### config.mk
export PLATFORM = sky130hd
export DESIGN_NAME = sipo_rx_ctrl
export DESIGN_NICKNAME = d
export VERILOG_FILES = /design/src/rtl/sipo_rx_ctrl.sv
export SDC_FILE = /design/constraint.sdc
export NUM_CORES = 1
export LEC_CHECK = 0
export CORE_MARGIN = 1
export CORE_UTILIZATION = 57
export DETAILED_ROUTE_END_ITERATION = 10
export PLACE_DENSITY = 0.89
export SLEW_MARGIN = 30
export SYNTH_ARGS = -nofsm -noshare
export SYNTH_HDL_FRONTEND = slang
export SYNTH_SLANG_ARGS = --single-unit
### constraint.sdc
create_clock -name clk -period 2.82 [get_ports clk]
set_input_delay 0.564 -clock clk [delete_from_list [all_inputs] [get_ports clk]]
set_output_delay 0.564 -clock clk [all_outputs]
set_load 0.01 [all_outputs]
### src/rtl/sipo_rx_ctrl.sv
// rtl/sipo_rx_ctrl.sv - serial-in parallel-out frame receiver with holding register and sticky status
module sipo_rx_ctrl #(
  parameter int DATA_W    = 8,
  parameter bit PARITY_EN = 1'b1
) (
  input  logic              clk,
  input  logic              rst,
  input  logic              serial_in,
  input  logic              clr_status,
  output logic [DATA_W-1:0] data_out,
  output logic              data_perr,
  output logic              data_valid,
  input  logic              data_ready,
  output logic              busy,
  output logic              overflow,
  output logic              frame_err
);

  localparam int CNT_W = $clog2(DATA_W + 1);

  typedef enum logic [2:0] {
    ST_IDLE,
    ST_SHIFT,
    ST_PARITY,
    ST_STOP,
    ST_BREAK
  } state_t;

  state_t            state_q, state_d;
  logic [CNT_W-1:0]  cnt_q, cnt_d;
  logic [DATA_W-1:0] sr_q, sr_d;
  logic              fperr_q, fperr_d;
  logic [DATA_W-1:0] dout_q, dout_d;
  logic              dperr_q, dperr_d;
  logic              valid_q, valid_d;
  logic              ovf_q, ovf_d;
  logic              ferr_q, ferr_d;
  logic              good_stop, bad_stop;

  always_ff @(posedge clk or posedge rst) begin
    if (rst) begin
      state_q <= ST_IDLE;
      cnt_q   <= '0;
      sr_q    <= '0;
      fperr_q <= 1'b0;
      dout_q  <= '0;
      dperr_q <= 1'b0;
      valid_q <= 1'b0;
      ovf_q   <= 1'b0;
      ferr_q  <= 1'b0;
    end else begin
      state_q <= state_d;
      cnt_q   <= cnt_d;
      sr_q    <= sr_d;
      fperr_q <= fperr_d;
      dout_q  <= dout_d;
      dperr_q <= dperr_d;
      valid_q <= valid_d;
      ovf_q   <= ovf_d;
      ferr_q  <= ferr_d;
    end
  end

  always_comb begin
    state_d   = state_q;
    cnt_d     = cnt_q;
    sr_d      = sr_q;
    fperr_d   = fperr_q;
    good_stop = 1'b0;
    bad_stop  = 1'b0;
    case (state_q)
      ST_IDLE: begin
        if (!serial_in) begin
          state_d = ST_SHIFT;
          cnt_d   = '0;
        end
      end
      ST_SHIFT: begin
        sr_d  = {sr_q[DATA_W-2:0], serial_in};
        cnt_d = cnt_q + 1'b1;
        if (cnt_q == CNT_W'(DATA_W - 1)) begin
          state_d = PARITY_EN ? ST_PARITY : ST_STOP;
        end
      end
      ST_PARITY: begin
        fperr_d = (^sr_q) ^ serial_in;
        state_d = ST_STOP;
      end
      ST_STOP: begin
        if (serial_in) begin
          good_stop = 1'b1;
          state_d   = ST_IDLE;
        end else begin
          bad_stop = 1'b1;
          state_d  = ST_BREAK;
        end
      end
      ST_BREAK: begin
        if (serial_in) begin
          state_d = ST_IDLE;
        end
      end
      default: state_d = ST_IDLE;
    endcase
  end

  // A completed frame may load into the holding register on the same edge it is drained.
  always_comb begin
    dout_d  = dout_q;
    dperr_d = dperr_q;
    valid_d = valid_q;
    ovf_d   = ovf_q;
    ferr_d  = ferr_q;
    if (good_stop && (!valid_q || data_ready)) begin
      dout_d  = sr_q;
      dperr_d = PARITY_EN ? fperr_q : 1'b0;
      valid_d = 1'b1;
    end else if (valid_q && data_ready) begin
      valid_d = 1'b0;
    end
    if (good_stop && valid_q && !data_ready) begin
      ovf_d = 1'b1;
    end else if (clr_status) begin
      ovf_d = 1'b0;
    end
    if (bad_stop) begin
      ferr_d = 1'b1;
    end else if (clr_status) begin
      ferr_d = 1'b0;
    end
  end

  assign data_out   = dout_q;
  assign data_perr  = dperr_q;
  assign data_valid = valid_q;
  assign busy       = (state_q != ST_IDLE);
  assign overflow   = ovf_q;
  assign frame_err  = ferr_q;

endmodule

==> impl_metrics.yaml <==
status:
  status: "finished, final reports clean"
pwr:
  report.power.total_mw: 1.70
  p_leak_nw: 0.682
  vdd_drop_max_v: 0.000719
  powerDensity_nw_per_um2: 1130
finish:
  n_antenna_cell: 0
  fin_cells: 141
  nNetsFinal: 121
  drive_gt1_share_pct: 26.3
  post-route-util_pct: 74.1
  area_growth_pct: 16.6
placement:
  numPortBuffers: 17
  dp_hpwl_mm: 1.39
  placed_cells: 137
  gp_congestion: 0.743
worst_setup_path:
  critPathRequiredTime_ns: 2.26
  critPathCaptureType: "output pin"
  crit_path_max_incr_delay_ns: 0.53
  critPathKind: "reg2out"
  critPathMaxFanout: 8
  crit_chain: "or3_2, clkdlybuf4s50_1"
  startpoint_type: "flip-flop"
  critPathArrivalTime_ns: 1.83
  cp_slowest_cell: "dfrtp_1"
clock_network:
  cts_buffer_depth: 2
  cts.sinks: 28
  root_buffer: "clkbuf_4"
  cts.htree.levels: 1
  cts_tree: "done"
  path_clk_slew_ns: 0.13
  postCtsSetupRepairBufs: 0
  cts_resized: 0
  clk_latency_ns: 0.31
  hold_buffers: 0
  numCtsBuffers: 3
sta:
  setup_viol: 0
  worstMarginPinSlew_ns: 0.497
  fmax_mhz: 417
  slew_headroom_pct: 66.8
  fin_setup_tns_ns: 0
  min_period_over_period_pct: 84.9
  min_period_ns: 2.40
  skew_ns: 0.00192
  hold_viol_final: 0
  rsz0062_at_grt: "false"
  slew_violations: 0
global_route:
  antenna_found_initial: 0
  gr-total-overflow: 0
  grt_pass1_vias: 835
  grt_pass1_wl_mm: 3.66
  grtUsageTotal_pct: 19.7
  grt_max_degree: 29
drt:
  vias: 750
  drtIter0Drc: 20
  finalWirelength_mm: 2.00
  drtAntennaViolNets: 0
  dr.pass1.iters: 4
  wl_per_cell_um: 14.2
  drc: 0
  avgViaCountPerCell: 5.32
yosys:
  syn_area_um2: 1300
  yosysWarnings: 0
  syn_inst: 95
  synth_cell_types: 30
  syn_avg_cell_area_um2: 13.7
  synth.net_count: 101
  seq_area_frac_synth_pct: 54.0
  ys_seq_elements: 28
floorplanning:
  die_height_um: 49.7
  placementRows: 16
  fp.dieW_um: 49.7
  die_area_um2: 2470
  io_pins: 18
  core_um2: 2040
  start_util_pct: 63.5
job:
  max_cap_viol_count: 0
min_path:
  hold_class: "reg2reg"
[area by class of cell]
cell class	instances	area, um^2
inverters	7	26.3
multi-input cells	57	538
well taps	27	33.8
flip-flops and latches	28	701
fillers	143	529
clock buffers	4	36.3
repair buffers	18	178
[metal layers]
| metal | vias to the layer above | GRT usage (%) | share of wire [%] | routed length, um |
|---|---|---|---|---|
| li1 | 368 | - | - | - |
| met1 | 366 | 24.9 | 46 | 914 |
| met2 | 16 | 33.8 | 51 | 1010 |
| met3 | 0 | 4.32 | 3.7 | 74 |
| met4 | 0 | 5.24 | 0 | 0 |
| met5 | - | 0 | 0 | 0 |
[synthesized netlist by cell type]
| cell | count | share of area (%) |
|---|---|---|
| mux2_2 | 10 | 8.7 |
| nor3_4 | 1 | 1.3 |
| xnor3_1 | 1 | 1.7 |
| nand2_1 | 2 | 0.58 |
| nand3b_4 | 1 | 1.5 |
| a31oi_1 | 1 | 0.48 |
| nand3_1 | 3 | 1.2 |
| a21oi_1 | 4 | 1.5 |
| buf_4 | 1 | 0.58 |
| mux2_4 | 9 | 10 |
| o22ai_1 | 2 | 0.96 |
| nor4_1 | 1 | 0.48 |
| nand2b_1 | 1 | 0.48 |
| ha_1 | 1 | 0.96 |
| or3_2 | 1 | 0.58 |
| nor2b_4 | 1 | 1.1 |
| nor2_1 | 3 | 0.87 |
| o21ai_0 | 3 | 1.2 |
| xor2_1 | 1 | 0.68 |
| or3_1 | 1 | 0.48 |
| dfrtp_1 | 28 | 54 |
| nand3b_1 | 1 | 0.58 |
| nor3_1 | 1 | 0.39 |
| or2_4 | 1 | 0.68 |
| xnor2_1 | 5 | 3.4 |
| buf_2 | 1 | 0.39 |
| buf_12 | 1 | 1.5 |
| inv_1 | 6 | 1.7 |
| inv_2 | 1 | 0.29 |
| a22o_1 | 2 | 1.4 |
[where the power goes]
| group | leakage, nW | internal (mW) | switching, mW |
|---|---|---|---|
| sequential | 0.354 | 0.569 | 0.162 |
| clock | 0.0210 | 0.0788 | 0.104 |
| combinational | 0.307 | 0.509 | 0.278 |
[path summary, 6_finish.rpt]
kind	startpoint	endpoint	depth (start not counted)	slack (ns)
setup / recovery	state_q[1]	busy	2	0.42
hold / removal	data_out[6]	data_out[6]	1	0.53
setup reg to reg	state_q[2]	data_out[0]	4	1.06
hold reg to reg	data_out[6]	data_out[6]	1	0.53
max in group asynchronous	rst	sr_q[6]	3	1.97
min in group asynchronous	rst	overflow	3	0.60
[placed cells by master, fill, tap and decap left out, types with 2 or more instances in the layout]
cell type,n
mux2_4,9
mux2_2,10
dfrtp_1,28
inv_1,6
o22ai_1,2
nor2_1,3
nand2_1,2
a21oi_1,4
a22o_1,2
o21ai_0,3
clkdlybuf4s50_1,17
nand3_1,3
xnor2_1,5
clkbuf_4,3
[per-stage QoR]
stage / hold slack, ns / area, um^2 / setup WS (ns)
6_report: 0.531 / 1510 / 0.424
5_1_grt: 0.550 / 1510 / 0.338
4_1_cts: 0.534 / 1510 / 0.414
3_3_place_gp: 0.492 / 1480 / 0.546
2_1_floorplan: 0.476 / 1300 / 1.24
3_5_place_dp: 0.503 / 1480 / 0.469
[state kept, by name, summed over array words and instances, names as in the netlist]
name,count
data_out,8
sr_q,8
cnt_q,4
state_q,3
data_perr,1
data_valid,1
fperr_q,1
frame_err,1
overflow,1
[cell families after synthesis]
family / after synthesis / share of synthesized area [%]
AND/OR/NAND/NOR: 18 / 10.1
AO/OA/AOI/OAI: 12 / 5.50
flip-flops: 28 / 54.0
adder cells (fa/ha/maj): 1 / 0.964
buffers and inverters: 10 / 4.53
multiplexers: 19 / 19.1
XOR/XNOR: 7 / 5.79
[worst max-delay path, delay by kind of cell (launching register included)]
family	cells	cell delay, ns
buffers and inverters	1	0.49
and+or+nand+nor	1	0.51
DFF	1	0.53
Power figures use the tool's default switching activity.
